[config.mk]
export PLATFORM = sky130hd
export DESIGN_NAME = accumulation_buf_mc
export DESIGN_NICKNAME = d
export VERILOG_FILES = /design/src/rtl/accumulation_buf_mc.sv
export SDC_FILE = /design/constraint.sdc
export NUM_CORES = 1
export LEC_CHECK = 0
export CAP_MARGIN = 20
export CORE_UTILIZATION = 45
export DETAILED_ROUTE_END_ITERATION = 16
export GPL_TIMING_DRIVEN = 1
export SYNTH_ARGS = -nofsm -noshare
export SYNTH_HDL_FRONTEND = slang
export SYNTH_SLANG_ARGS = --single-unit
[constraint.sdc]
create_clock -name clk -period 34.9 [get_ports clk]
set_input_delay 6.98 -clock clk [delete_from_list [all_inputs] [get_ports clk]]
set_output_delay 6.98 -clock clk [all_outputs]
set_load 0.05 [all_outputs]
[src/rtl/accumulation_buf_mc.sv]
// Multi-channel bf16 accumulation buffer: NUM_CH partial sums, each channel total emitted with its channel tag.
// Latency: out_vld rises 1 cycle after the final beat. in_rdy drops only while a held result waits on out_rdy, or during flush.

// Single-cycle FP adder: round-to-nearest-even, subnormals treated as zero, inf/NaN operands passed through.
module fp_add_single_cycle #(
  parameter int EXP_WIDTH      = 8,
  parameter int MANTISSA_WIDTH = 7,
  parameter int SIGN_WIDTH     = 1,
  parameter int FP_WIDTH       = 16
) (
  input  logic [FP_WIDTH-1:0] a_i,
  input  logic [FP_WIDTH-1:0] b_i,
  output logic [FP_WIDTH-1:0] sum_o
);
  localparam int EW = EXP_WIDTH;
  localparam int MW = MANTISSA_WIDTH;
  localparam int SB = EXP_WIDTH + MANTISSA_WIDTH + SIGN_WIDTH - 1;
  // hidden bit + mantissa + guard/round/sticky
  localparam int XW = MW + 4;
  localparam logic [EW+1:0] EXP_INF = (EW+2)'((1 << EW) - 1);

  logic [EW-1:0]   ea, eb, el, es, d;
  logic            sl, ss, swap, round_up;
  logic [XW-1:0]   l_ext, s_full, s_al, diff, norm;
  logic [XW:0]     add_sum;
  logic [EW+1:0]   exp_n;
  logic [MW:0]     mant_r;
  int              lz;
  logic            unused_bits;

  function automatic int lzc(input logic [XW-1:0] v);
    int n;
    n = XW;
    for (int i = 0; i < XW; i++) begin
      if (v[i]) n = XW - 1 - i;
    end
    return n;
  endfunction

  assign ea = a_i[SB-1 -: EW];
  assign eb = b_i[SB-1 -: EW];

  always_comb begin
    swap   = b_i[SB-1:0] > a_i[SB-1:0];
    sl     = swap ? b_i[SB] : a_i[SB];
    ss     = swap ? a_i[SB] : b_i[SB];
    el     = swap ? eb : ea;
    es     = swap ? ea : eb;
    l_ext  = {1'b1, (swap ? b_i[MW-1:0] : a_i[MW-1:0]), 3'b000};
    s_full = {1'b1, (swap ? a_i[MW-1:0] : b_i[MW-1:0]), 3'b000};
    d      = el - es;
    if (int'(d) >= XW) s_al = XW'(1);
    else s_al = (s_full >> d) | XW'(|(s_full & ~({XW{1'b1}} << d)));
    add_sum = {1'b0, l_ext} + {1'b0, s_al};
    diff    = l_ext - s_al;
    lz      = lzc(diff);
    exp_n   = {2'b00, el};
    if (ss == sl) begin
      if (add_sum[XW]) begin
        norm  = {add_sum[XW:2], |add_sum[1:0]};
        exp_n = exp_n + (EW+2)'(1);
      end else begin
        norm = add_sum[XW-1:0];
      end
    end else begin
      norm  = diff << lz;
      exp_n = exp_n - (EW+2)'(lz);
    end
    round_up = norm[2] & (norm[3] | norm[1] | norm[0]);
    mant_r   = {1'b0, norm[XW-2:3]} + (MW+1)'(round_up);
    if (mant_r[MW]) exp_n = exp_n + (EW+2)'(1);

    if (&ea)                          sum_o = a_i;
    else if (&eb)                     sum_o = b_i;
    else if (eb == '0)                sum_o = a_i;
    else if (ea == '0)                sum_o = b_i;
    else if (ss != sl && diff == '0)  sum_o = '0;
    else if (ss != sl && lz >= int'(el)) sum_o = FP_WIDTH'({sl, {SB{1'b0}}});
    else if (exp_n >= EXP_INF)        sum_o = FP_WIDTH'({sl, {EW{1'b1}}, {MW{1'b0}}});
    else                              sum_o = FP_WIDTH'({sl, exp_n[EW-1:0], mant_r[MW-1:0]});
  end

  assign unused_bits = norm[XW-1];
endmodule

module accumulation_buf_mc #(
  parameter int NUM_CH         = 4,
  parameter int MAX_ACCUM      = 32,
  parameter int EXP_WIDTH      = 8,
  parameter int MANTISSA_WIDTH = 7,
  parameter int SIGN_WIDTH     = 1,
  parameter int FP_WIDTH       = 16,
  parameter int CH_W           = (NUM_CH > 1) ? $clog2(NUM_CH) : 1,
  parameter int LEN_W          = $clog2(MAX_ACCUM + 1)
) (
  input  logic                clk,
  input  logic                rst_n,
  input  logic [LEN_W-1:0]    cfg_accum_len,
  input  logic                flush,
  input  logic [FP_WIDTH-1:0] in_data,
  input  logic [CH_W-1:0]     in_ch,
  input  logic                in_vld,
  output logic                in_rdy,
  output logic [FP_WIDTH-1:0] out_data,
  output logic [CH_W-1:0]     out_ch,
  output logic                out_vld,
  input  logic                out_rdy,
  output logic                busy,
  output logic                err_ch_oob
);
  logic [LEN_W-1:0]    cnt_q  [NUM_CH];
  logic [LEN_W-1:0]    cnt_d  [NUM_CH];
  logic [FP_WIDTH-1:0] psum_q [NUM_CH];
  logic [FP_WIDTH-1:0] psum_d [NUM_CH];
  logic [LEN_W-1:0]    len_q, len_d, len_eff, sel_cnt;
  logic [FP_WIDTH-1:0] out_data_q, out_data_d, sel_psum, addend, sum;
  logic [CH_W-1:0]     out_ch_q, out_ch_d;
  logic                out_vld_q, out_vld_d, err_q, err_d;
  logic                acc, ch_ok, any_cnt, is_final;

  always_comb begin
    len_eff = cfg_accum_len;
    if (cfg_accum_len == '0) len_eff = LEN_W'(1);
    else if (int'(cfg_accum_len) > MAX_ACCUM) len_eff = LEN_W'(MAX_ACCUM);
  end

  assign in_rdy = ~flush & (~out_vld_q | out_rdy);
  assign acc    = in_vld & in_rdy;
  assign ch_ok  = int'(in_ch) < NUM_CH;

  // Channel select by compare loop so an out-of-range in_ch never indexes the arrays.
  always_comb begin
    sel_cnt  = '0;
    sel_psum = '0;
    any_cnt  = 1'b0;
    for (int c = 0; c < NUM_CH; c++) begin
      if (in_ch == CH_W'(c)) begin
        sel_cnt  = cnt_q[c];
        sel_psum = psum_q[c];
      end
      if (cnt_q[c] != '0) any_cnt = 1'b1;
    end
  end

  assign addend   = (sel_cnt == '0) ? '0 : sel_psum;
  assign is_final = (sel_cnt == len_q - LEN_W'(1));

  fp_add_single_cycle #(
    .EXP_WIDTH      (EXP_WIDTH),
    .MANTISSA_WIDTH (MANTISSA_WIDTH),
    .SIGN_WIDTH     (SIGN_WIDTH),
    .FP_WIDTH       (FP_WIDTH)
  ) u_fp_add (
    .a_i   (in_data),
    .b_i   (addend),
    .sum_o (sum)
  );

  always_comb begin
    cnt_d      = cnt_q;
    psum_d     = psum_q;
    len_d      = any_cnt ? len_q : len_eff;
    out_vld_d  = out_vld_q;
    out_data_d = out_data_q;
    out_ch_d   = out_ch_q;
    err_d      = acc & ~ch_ok;
    if (flush) begin
      for (int c = 0; c < NUM_CH; c++) begin
        cnt_d[c]  = '0;
        psum_d[c] = '0;
      end
      len_d      = len_eff;
      out_vld_d  = 1'b0;
      out_data_d = '0;
      out_ch_d   = '0;
    end else begin
      if (out_vld_q && out_rdy) begin
        out_vld_d  = 1'b0;
        out_data_d = '0;
        out_ch_d   = '0;
      end
      // A final beat reloads the output stage even while it is being popped.
      if (acc && ch_ok) begin
        for (int c = 0; c < NUM_CH; c++) begin
          if (in_ch == CH_W'(c)) begin
            if (is_final) begin
              cnt_d[c]  = '0;
              psum_d[c] = '0;
            end else begin
              cnt_d[c]  = cnt_q[c] + LEN_W'(1);
              psum_d[c] = sum;
            end
          end
        end
        if (is_final) begin
          out_vld_d  = 1'b1;
          out_data_d = sum;
          out_ch_d   = in_ch;
        end
      end
    end
  end

  always_ff @(posedge clk or negedge rst_n) begin
    if (!rst_n) begin
      for (int c = 0; c < NUM_CH; c++) begin
        cnt_q[c]  <= '0;
        psum_q[c] <= '0;
      end
      len_q      <= LEN_W'(1);
      out_vld_q  <= 1'b0;
      out_data_q <= '0;
      out_ch_q   <= '0;
      err_q      <= 1'b0;
    end else begin
      cnt_q      <= cnt_d;
      psum_q     <= psum_d;
      len_q      <= len_d;
      out_vld_q  <= out_vld_d;
      out_data_q <= out_data_d;
      out_ch_q   <= out_ch_d;
      err_q      <= err_d;
    end
  end

  assign out_vld    = out_vld_q;
  assign out_data   = out_data_q;
  assign out_ch     = out_ch_q;
  assign busy       = any_cnt | out_vld_q;
  assign err_ch_oob = err_q;
endmodule

==> results of run 1 <==
[power by group through the flow]
stage	logic (µW)	clock network (µW)	registers, µW
6_report	127	153	138
5_1_grt	138	160	139
4_1_cts	125	154	138
3_5_place_dp	124	0	141
3_3_place_gp	124	0	141
2_1_floorplan	85.2	0	141
[cells by family after synthesis]
logic type | after synthesis
AOI/OAI and AO/OA | 454
xor gates and xnor gates | 42
adders and majority gates | 54
buffers and inverters | 146
DFF | 113
muxes | 62
other | 1
and+or+nand+nor | 509
[synth_stat cells, drive strengths merged (7+ instances only)]
| library cell | count | share of area |
|---|---|---|
| a211oi | 20 | 0.014 |
| a21boi | 7 | 0.0048 |
| a21oi | 64 | 0.029 |
| a22o | 10 | 0.0080 |
| a22oi | 31 | 0.021 |
| a31oi | 15 | 0.0086 |
| and2 | 14 | 0.0080 |
| and3 | 18 | 0.010 |
| buf | 14 | 0.0078 |
| clkbuf | 64 | 0.022 |
| dfrtp | 112 | 0.26 |
| ha | 52 | 0.059 |
| inv | 67 | 0.023 |
| mux2 | 12 | 0.012 |
| mux2i | 24 | 0.023 |
| mux4 | 26 | 0.053 |
| nand2 | 157 | 0.054 |
| nand2b | 11 | 0.0063 |
| nand3 | 49 | 0.024 |
| nand3b | 17 | 0.012 |
| nand4 | 14 | 0.0080 |
| nor2 | 116 | 0.040 |
| nor2b | 13 | 0.0074 |
| nor3 | 28 | 0.013 |
| nor3b | 8 | 0.0055 |
| nor4 | 20 | 0.013 |
| o211ai | 19 | 0.013 |
| o21a | 12 | 0.0082 |
| o21ai | 169 | 0.077 |
| o31ai | 23 | 0.016 |
| or2 | 17 | 0.0099 |
| or3 | 13 | 0.0079 |
| or4 | 7 | 0.0048 |
| xnor2 | 29 | 0.023 |
| xor2 | 13 | 0.010 |
[layout by cell type, fill, tap and decap left out, types with 18 or more instances in the layout]
master / Yosys / final
a211oi_1: 19 / 19
a21oi_1: 64 / 64
a22oi_1: 31 / 31
and3_1: 18 / 18
buf_4: 2 / 18
clkdlybuf4s50_1: 0 / 47
dfrtp_1: 112 / 112
ha_1: 52 / 52
inv_1: 67 / 67
mux2i_1: 22 / 22
mux4_2: 26 / 26
nand2_1: 157 / 157
nand3_1: 46 / 46
nor2_1: 115 / 114
nor3_1: 27 / 26
o211ai_1: 18 / 18
o21ai_0: 133 / 133
o21ai_1: 36 / 36
o31ai_1: 22 / 22
xnor2_1: 29 / 29
[flip-flops by register name (all words and copies together), names as in the netlist]
name and flops:
len_q 6, out_ch 2, cnt_q 24, out_vld 1
out_data 16, psum_q 64
[cell type report]
class                   count  area [µm²]
repair buffers             66         611
multi-input cells        1122        7580
clock inverters            15        97.6
flip-flops and latches    113        2830
inverters                  68         255
well taps                 319         399
clock buffers              17         425
fillers                  2299       11500
[per-stage QoR]
stage	hold WS, ns	cells	power [µW]
floorplan	0.443	1381	226
global placement	0.460	1688	265
detailed placement	0.469	1688	264
CTS	0.481	1720	417
global route	0.501	1720	437
finish	0.479	1720	419
[routing by layer]
metal | vias up | GRT usage | share of wire
li1 | 5153 | - | -
met1 | 5390 | 0.467 | 0.49
met2 | 524 | 0.422 | 0.41
met3 | 40 | 0.0569 | 0.092
met4 | 0 | 0.0531 | 0.0099
met5 | - | 0 | 0
[how the worst min path moves through the flow]
stage,from,to,cells after the start
after global placement,psum_q[31]$_DFFE_PN0P_,psum_q[31]$_DFFE_PN0P_,2
after CTS,psum_q[63]$_DFFE_PN0P_,psum_q[63]$_DFFE_PN0P_,2
after floorplan,psum_q[12]$_DFFE_PN0P_,psum_q[12]$_DFFE_PN0P_,2
after detailed placement,psum_q[31]$_DFFE_PN0P_,psum_q[31]$_DFFE_PN0P_,2
after global routing,psum_q[31]$_DFFE_PN0P_,psum_q[31]$_DFFE_PN0P_,2
final,psum_q[31]$_DFFE_PN0P_,psum_q[31]$_DFFE_PN0P_,2
[critical path, delay by kind of cell]
| kind | cells | cell delay (ns) |
|---|---|---|
| xor gates and xnor gates | 2 | 0.72 |
| AOI/OAI and AO/OA | 16 | 5.02 |
| muxes | 1 | 0.64 |
| adders and majority gates | 3 | 1.58 |
| and+or+nand+nor | 20 | 5.27 |
| buffers and inverters | 3 | 1.10 |
==> flow_summary_export.csv, run 1 <==
group,metric,value,unit
synthesis,synth_edf_count,0,
synthesis,synthMuxAreaShare,0.0891,
placement,dp_hpwl,27400,µm
timing,worst_pin_slew,1.16,ns
critical_path,cpPeakStageDelay,1.00,ns
routing,firstDrtPassIters,6,
clocking,cts_hold_buf,0,
placement,dpl_cell_area,0.0117,mm²
synthesis,synth_compound_gate_area_share,0.274,
synthesis,synth_seq_cells,113,
critical_path,crit_arrival,21.34,ns
floorplan,initial_utilization,0.463,
run,drv_cap,0,
critical_path,startpoint_type,"primary input",
routing,drc,0,
global_routing,grt_pass1_wl,57400,µm
timing,skew,0.00835,ns
clocking,clkTransAtPathRegs,0.06,ns
clocking,postCtsSetupBuffers,0,
synthesis,synthXorXnorAreaFrac,0.0335,
timing,fmaxAchievable,47.4,MHz
layout,nets,1471,
global_routing,antenna_found_initial,0,
critical_path,crit_fanout,48,
critical_path,startpoint,"in_ch[0]",
clocking,clock_sink_count,113,
placement,place_ws,13.64,ns
pwr,p_sw,151,µW
clocking,cts_resized,0,
pwr,p_leak,0.00498,µW
synthesis,syn-instance-count,1381,
timing,setup_violations,0,
clocking,cts_tree,"done",
global_routing,grt_max_degree,68,
synthesis,synth_simple_gate_area_frac,0.229,
clocking,cts_buffer_depth,2,
critical_path,ff2ff_path_depth,44,
timing,layout_setup_ws,13.82,ns
critical_path,critPathSlowestCell,"o311ai_1",
floorplan,core,0.0237,mm²
routing,wl_per_cell,21.3,µm
placement,port_buffers,49,
floorplan,ios,51,
pwr,p_sw_frac,0.360,
timing,period_minus_slack,21.08,ns
critical_path,path_class,"in2reg",
critical_path,reg2reg_slack,20.76,ns
synthesis,syn_nets,1464,
timing,hold_violations,0,
pwr,pwr_density_cell,34.4,mW/mm²
timing,slew_headroom,0.217,
critical_path,cp-endpoint,"psum_q[19]$_DFFE_PN0P_",
outcome,status,"completed",
critical_path,timing.rr.end,"psum_q[19]$_DFFE_PN0P_",
placement,place_congestion,0.979,
synthesis,synthAdderAreaFrac,0.0630,
pwr,seq_power_share,0.331,
routing,vias,11100,
critical_path,cp.required,35.16,ns
floorplan,num_rows,56,
synthesis,ys_warn_count,0,
hold_path,holdCritPathClass,"reg2reg",
layout,fin_util,0.515,
synthesis,synth-main-ff-cell,"dfrtp_1",
floorplan,die_area,0.0250,mm²
clocking,cts-buffers-inserted,17,
timing,post-route-period-util,0.604,
synthesis,ys_async_sr_fraction,1.00,
synthesis,synthDistinctLibCells,96,
routing,antenna_left,0,
timing,rsz0062_at_grt,"false",
clocking,cts_root_buf,"clkbuf_16",
global_routing,grt_use_total,0.299,
layout,num_antenna_cells,0,
layout,final_area,0.0122,mm²
timing,final_max_slew_viol_count,0,
clocking,clock_latency,0.41,ns
floorplan,die-width,158,µm
critical_path,r2r_start,"cnt_q[1]$_DFFE_PN0P_",
routing,drt_iter0_drc,1383,
clocking,htree_levels,4,
synthesis,syn_area_per_cell,7.94,µm²
floorplan,die_h,158,µm
synthesis,synth_top_family_by_area,"compound AO/OA/AOI/OAI gates",
layout,drive_gt1_frac,0.0949,
pwr,combinationalPowerShare,0.304,
timing,fin_setup_tns,0,ns
routing,post_drt_via_cell_ratio,6.46,
pwr,clkPwrFrac,0.366,
critical_path,cp-end-kind,"flop",
layout,area_growth,11.2,%
routing,drt_wl_total,36600,µm
synthesis,ys_seq_area_frac,0.258,
global_routing,grt_overflow,0,
synthesis,syn_area,0.0110,mm²
pwr,vdd_drop_max,0.0000255,V
global_routing,grt_pass1_vias,10000,
pwr,internal_power,268,µW
Power figures use the tool's default switching activity.
==> inputs of run 2 (changes only) <==
==> constraint.sdc (replaced) <==
create_clock -name clk -period 21.5 [get_ports clk]
set_input_delay 4.3 -clock clk [delete_from_list [all_inputs] [get_ports clk]]
set_output_delay 4.3 -clock clk [all_outputs]
set_load 0.05 [all_outputs]
==> run 2 against run 1 <==
  * Routed wire length barely moved
  * Die area did not move
  * Register-to-register slack worse by 13 ns
  * Via count is 0.37% lower
  * Largest cell class unchanged
  * Critical path depth decreased by 2
  * Final cell count barely moved
  * Flip-flop and latch count is the same
  * Global-route usage rose by 0.29 points
  * Sequential share of layout area is 0.15 points lower
  * Critical endpoint is now psum_q[17]$_DFFE_PN0P_
  * Worst hold slack about the same
==> flow_summary_export.csv, run 2 (synthesized netlist as in run 1, its figures left out) <==
group,metric,value,unit
outcome,status,"completed",
routing,post_drt_via_cell_ratio,6.43,
layout,regMostFlops,"psum_q",
pwr,p_leak,0.00503,µW
routing,antenna_left,0,
critical_path,path_class,"in2reg",
pwr,vdd_drop_max,0.0000530,V
clocking,clock_latency,0.42,ns
layout,num_antenna_cells,0,
timing,final_max_slew_viol_count,0,
critical_path,cp-end-kind,"flop",
clocking,cts_tree,"done",
timing,worst_pin_slew,1.12,ns
timing,post-route-period-util,0.855,
layout,largest_register_ffs,64,
timing,whs,0.479,ns
clocking,postCtsSetupBuffers,0,
critical_path,reg2reg_slack,7.42,ns
timing,fin_setup_tns,0,ns
layout,layout_commonest_cell,"nand2_1",
clocking,cts_resized,0,
critical_path,timing.rr.end,"psum_q[17]$_DFFE_PN0P_",
floorplan,die_h,158,µm
critical_path,startpoint,"in_ch[0]",
clocking,htree_levels,4,
floorplan,die-width,158,µm
layout,layout_common_cells,"157 x nand2_1, 133 x o21ai_0, 114 x nor2_1, 112 x dfrtp_1, 67 x inv_1",
critical_path,crit_arrival,18.66,ns
run,drv_cap,0,
pwr,power.total,715,µW
critical_path,crit_top_cell,"nand2_1",
routing,drt_wl_total,36600,µm
placement,port_buffers,49,
clocking,cts_buffer_depth,2,
layout,nets,1472,
timing,hold_violations,0,
routing,vias,11100,
timing,period_minus_slack,18.38,ns
routing,firstDrtPassIters,6,
clocking,clock_sink_count,113,
critical_path,cp-endpoint,"psum_q[17]$_DFFE_PN0P_",
critical_path,r2r_start,"cnt_q[1]$_DFFE_PN0P_",
timing,slew_headroom,0.246,
timing,rsz0062_at_grt,"false",
floorplan,die_area,0.0250,mm²
global_routing,grt_pass1_vias,10100,
hold_path,holdCritPathClass,"reg2reg",
routing,drt_iter0_drc,1304,
critical_path,ff2ff_path_depth,42,
global_routing,grt_max_degree,68,
layout,area_growth,11.9,%
clocking,cts_root_buf,"clkbuf_16",
critical_path,cp.required,21.77,ns
floorplan,num_rows,56,
placement,place_congestion,0.978,
floorplan,core,0.0237,mm²
floorplan,initial_utilization,0.463,
timing,skew,0.00971,ns
clocking,clkTransAtPathRegs,0.06,ns
timing,setup_violations,0,
critical_path,critPathSlowestCell,"a21bo_2",
global_routing,grt_use_total,0.302,
critical_path,crit_fanout,48,
global_routing,grt_overflow,0,
timing,fmaxAchievable,54.4,MHz
placement,dp_hpwl,27400,µm
global_routing,antenna_found_initial,0,
layout,drive_gt1_frac,0.0956,
critical_path,cpPeakStageDelay,0.86,ns
routing,wl_per_cell,21.2,µm
clocking,cts-buffers-inserted,17,
global_routing,grt_pass1_wl,57700,µm
pwr,pwr_density_cell,58.3,mW/mm²
clocking,cts_hold_buf,0,
floorplan,ios,51,
critical_path,startpoint_type,"primary input",
routing,drc,0,
## run 2: cell types whose count changed in the layout (fill, tap and decap cells not counted)
cell	before	now
clkinv_4	0	5
inv_6	0	3
clkbuf_8	0	1
clkinvlp_4	9	3
buf_2	1	2
bufinv_16	0	2
clkinv_2	6	1
## run 2: worst min-delay path by stage
| stage | start | endpoint | slack [ns] | cells after the start |
|---|---|---|---|---|
| 3_5_place_dp | psum_q[63]$_DFFE_PN0P_ | psum_q[63]$_DFFE_PN0P_ | 0.47 | 2 |
| 5_1_grt | psum_q[63]$_DFFE_PN0P_ | psum_q[63]$_DFFE_PN0P_ | 0.51 | 2 |
| 2_1_floorplan | psum_q[12]$_DFFE_PN0P_ | psum_q[12]$_DFFE_PN0P_ | 0.44 | 2 |
| 3_3_place_gp | psum_q[31]$_DFFE_PN0P_ | psum_q[31]$_DFFE_PN0P_ | 0.46 | 2 |
| 6_report | psum_q[63]$_DFFE_PN0P_ | psum_q[63]$_DFFE_PN0P_ | 0.48 | 2 |
| 4_1_cts | psum_q[63]$_DFFE_PN0P_ | psum_q[63]$_DFFE_PN0P_ | 0.48 | 2 |
## run 2: through the flow
step | utilization | setup slack, ns | instances | instance area, µm²
2_1_floorplan | - | 5.08 | 1381 | 11000
4_1_cts | 0.518 | 3.34 | 1720 | 12300
3_3_place_gp | 0.493 | 3.23 | 1688 | 11700
6_report | 0.518 | 3.12 | 1721 | 12300
5_1_grt | 0.518 | 1.91 | 1721 | 12300
3_5_place_dp | 0.493 | 2.91 | 1688 | 11700
## run 2: area by class of cell
class / count / area (µm²)
fill: 2285 / 11400
clock buffer: 18 / 439
tap: 319 / 399
inverter: 68 / 255
timing repair buffer: 67 / 616
sequential: 113 / 2830
multi-input combinational: 1122 / 7580
clock inverter: 14 / 158
## run 2: where the power goes
group          internal, µW  switching [µW]
clock                   175             109
combinational          70.2             136
sequential              220            4.76
total                   465             250
## run 2: critical path: cells and delay by family
kind	cells	cell delay, ns
AO/OA/AOI/OAI	17	5.15
multiplexers	1	0.64
adder cells (fa/ha/maj)	3	1.40
XOR/XNOR	1	0.58
AND/OR/NAND/NOR	18	5.39
buffers and inverters	3	1.13
## run 2: metal layers
layer / share of wire / routed length [µm] / vias up / global-route usage
met5: 0 / 0 / - / 0
met4: 0.013 / 482 / 0 / 0.0723
met3: 0.088 / 3210 / 46 / 0.0605
met2: 0.41 / 15100 / 528 / 0.423
met1: 0.49 / 17800 / 5328 / 0.465
li1: - / - / 5164 / -
==> inputs of run 3 (changes only) <==
--- a/config.mk
+++ b/config.mk
@@ -6,9 +6,10 @@
 export NUM_CORES = 1
 export LEC_CHECK = 0
 export CAP_MARGIN = 20
-export CORE_UTILIZATION = 45
+export CORE_UTILIZATION = 55
 export DETAILED_ROUTE_END_ITERATION = 16
 export GPL_TIMING_DRIVEN = 1
+export PLACE_DENSITY = 0.74
 export SYNTH_ARGS = -nofsm -noshare
 export SYNTH_HDL_FRONTEND = slang
 export SYNTH_SLANG_ARGS = --single-unit
==> constraint.sdc (replaced) <==
create_clock -name clk -period 21.5 [get_ports clk]
set_input_delay 4.3 -clock clk [delete_from_list [all_inputs] [get_ports clk]]
set_output_delay 4.3 -clock clk [all_outputs]
set_load 0.02 [all_outputs]
==> run 3 against run 2 <==
  * Die area is 18% lower
  * Final area is 0.29% lower
  * Maximum frequency is 0.33% higher
  * Largest power group unchanged
==> flow_summary_export.csv, run 3 (synthesized netlist as in run 1, its figures left out) <==
group,metric,value,unit
floorplan,ios,51,
timing,layout_setup_ws,3.18,ns
pwr,seq_power_share,0.315,
layout,regMostFlops,"psum_q",
routing,drc,0,
floorplan,initial_utilization,0.562,
layout,largest_register_ffs,64,
pwr,p_sw,244,µW
pwr,clkPwrFrac,0.398,
global_routing,grt_pass1_vias,9850,
critical_path,timing.rr.end,"psum_q[32]$_DFFE_PN0P_",
timing,skew,0.0121,ns
pwr,vdd_drop_max,0.0000545,V
pwr,p_sw_frac,0.342,
floorplan,core,0.0195,mm²
critical_path,startpoint,"in_ch[0]",
placement,port_buffers,49,
timing,hold_violations,0,
clocking,clock_sink_count,113,
clocking,cts-buffers-inserted,17,
global_routing,busiest_layer,"met1",
timing,whs,0.484,ns
global_routing,grt_pass1_wl,55900,µm
routing,vias,11300,
routing,drt_wl_total,36000,µm
timing,rsz0062_at_grt,"false",
pwr,combinationalPowerShare,0.287,
critical_path,ff2ff_path_depth,42,
layout,multi_input_area,0.00757,mm²
critical_path,crit_arrival,18.59,ns
layout,layout_commonest_cell,"nand2_1",
layout,layout_common_cells,"157 x nand2_1, 133 x o21ai_0, 115 x nor2_1, 112 x dfrtp_1, 67 x inv_1",
global_routing,grt_use_total,0.356,
hold_path,holdCritPathClass,"reg2reg",
pwr,internal_power,470,µW
timing,fmaxAchievable,54.6,MHz
critical_path,cp.required,21.77,ns
critical_path,reg2reg_slack,7.44,ns
layout,area_growth,11.6,%
routing,drt_iter0_drc,1517,
layout,fillers,1690,
placement,place_congestion,0.995,
global_routing,grt_max_degree,83,
timing,post-route-period-util,0.852,
global_routing,use_met1,0.565,
clocking,cts_hold_buf,0,
clocking,clkTransAtPathRegs,0.06,ns
critical_path,r2r_start,"cnt_q[1]$_DFFE_PN0P_",
clocking,cts_resized,0,
placement,place_ws,2.89,ns
timing,period_minus_slack,18.32,ns
clocking,cts_buffer_depth,2,
global_routing,met2_usage,0.487,
global_routing,antenna_found_initial,0,
critical_path,cpPeakStageDelay,0.88,ns
timing,slew_headroom,0.219,
layout,drive_gt1_frac,0.0955,
floorplan,num_rows,51,
run,drv_cap,0,
routing,firstDrtPassIters,7,
critical_path,cp-endpoint,"psum_q[32]$_DFFE_PN0P_",
outcome,status,"completed",
timing,worst_pin_slew,1.16,ns
layout,final_area,0.0122,mm²
clocking,cts_root_buf,"clkbuf_16",
clocking,htree_levels,4,
critical_path,path_class,"in2reg",
floorplan,die_area,0.0205,mm²
timing,final_max_slew_viol_count,0,
floorplan,die-width,143,µm
critical_path,critPathSlowestCell,"a21bo_2",
placement,dp_hpwl,26600,µm
pwr,pwr_density_cell,58.4,mW/mm²
clocking,cts_tree,"done",
critical_path,cp-end-kind,"flop",
pwr,power.total,715,µW
layout,num_antenna_cells,0,
clocking,postCtsSetupBuffers,0,
placement,dpl_cell_area,0.0116,mm²
routing,post_drt_via_cell_ratio,6.80,
pwr,p_leak,0.00504,µW
critical_path,crit_fanout,48,
global_routing,use_met3,0.0677,
routing,wl_per_cell,21.6,µm
timing,fin_setup_tns,0,ns
clocking,clock_latency,0.42,ns
routing,antenna_left,0,
layout,nets,1473,
global_routing,grt_overflow,0,
timing,setup_violations,0,
floorplan,die_h,143,µm
layout,ff_latch_area,0.00283,mm²
critical_path,startpoint_type,"primary input",
-- run 3: changes by cell type in the layout (fill, tap and decap cells not counted), sizes merged --
cell      change
clkbuf        +2
buf           +1
inv           -3
clkinvlp      +2
clkinv        -1
-- run 3: worst min path at each step --
stage	startpoint	to	depth (start not counted)
after detailed placement	psum_q[31]$_DFFE_PN0P_	psum_q[31]$_DFFE_PN0P_	2
after global placement	psum_q[47]$_DFFE_PN0P_	psum_q[47]$_DFFE_PN0P_	2
after global routing	psum_q[12]$_DFFE_PN0P_	psum_q[12]$_DFFE_PN0P_	2
final	psum_q[31]$_DFFE_PN0P_	psum_q[31]$_DFFE_PN0P_	2
after CTS	psum_q[63]$_DFFE_PN0P_	psum_q[63]$_DFFE_PN0P_	2
after floorplan	psum_q[12]$_DFFE_PN0P_	psum_q[12]$_DFFE_PN0P_	2
-- run 3: metal layers --
layer	vias up	part of all wire	wire, µm
li1	5160	-	-
met1	5423	0.46	16600
met2	711	0.41	14700
met3	51	0.11	4110
met4	0	0.016	561
met5	-	0	0
-- run 3: power groups by stage --
stage	clock network [µW]	registers [µW]	logic [µW]
2_1_floorplan	0	227	137
3_3_place_gp	0	228	197
3_5_place_dp	0	228	196
4_1_cts	287	225	198
5_1_grt	297	226	220
6_report	285	225	205
-- run 3: worst max-delay path, delay by kind of cell --
kind | cells | cell delay [ns]
simple gates | 20 | 5.82
compound gates | 15 | 4.11
fa+ha+maj | 3 | 1.40
mux | 2 | 1.39
buf+inv | 2 | 0.91
xor+xnor | 1 | 0.59
-- run 3: cell type report --
class	instances	area share
Timing Repair Buffer	68	0.0529
Inverter	68	0.0209
Tap cell	265	0.0271
Multi-Input combinational cell	1122	0.619
Sequential cell	113	0.231
Clock inverter	12	0.0109
Clock buffer	20	0.0381
-- run 3: metrics by stage --
stage                     utilization  instances
final                           0.627       1668
after global routing            0.627       1668
after detailed placement        0.593       1632
after global placement          0.593       1632
after CTS                       0.624       1664
after floorplan                     -       1381
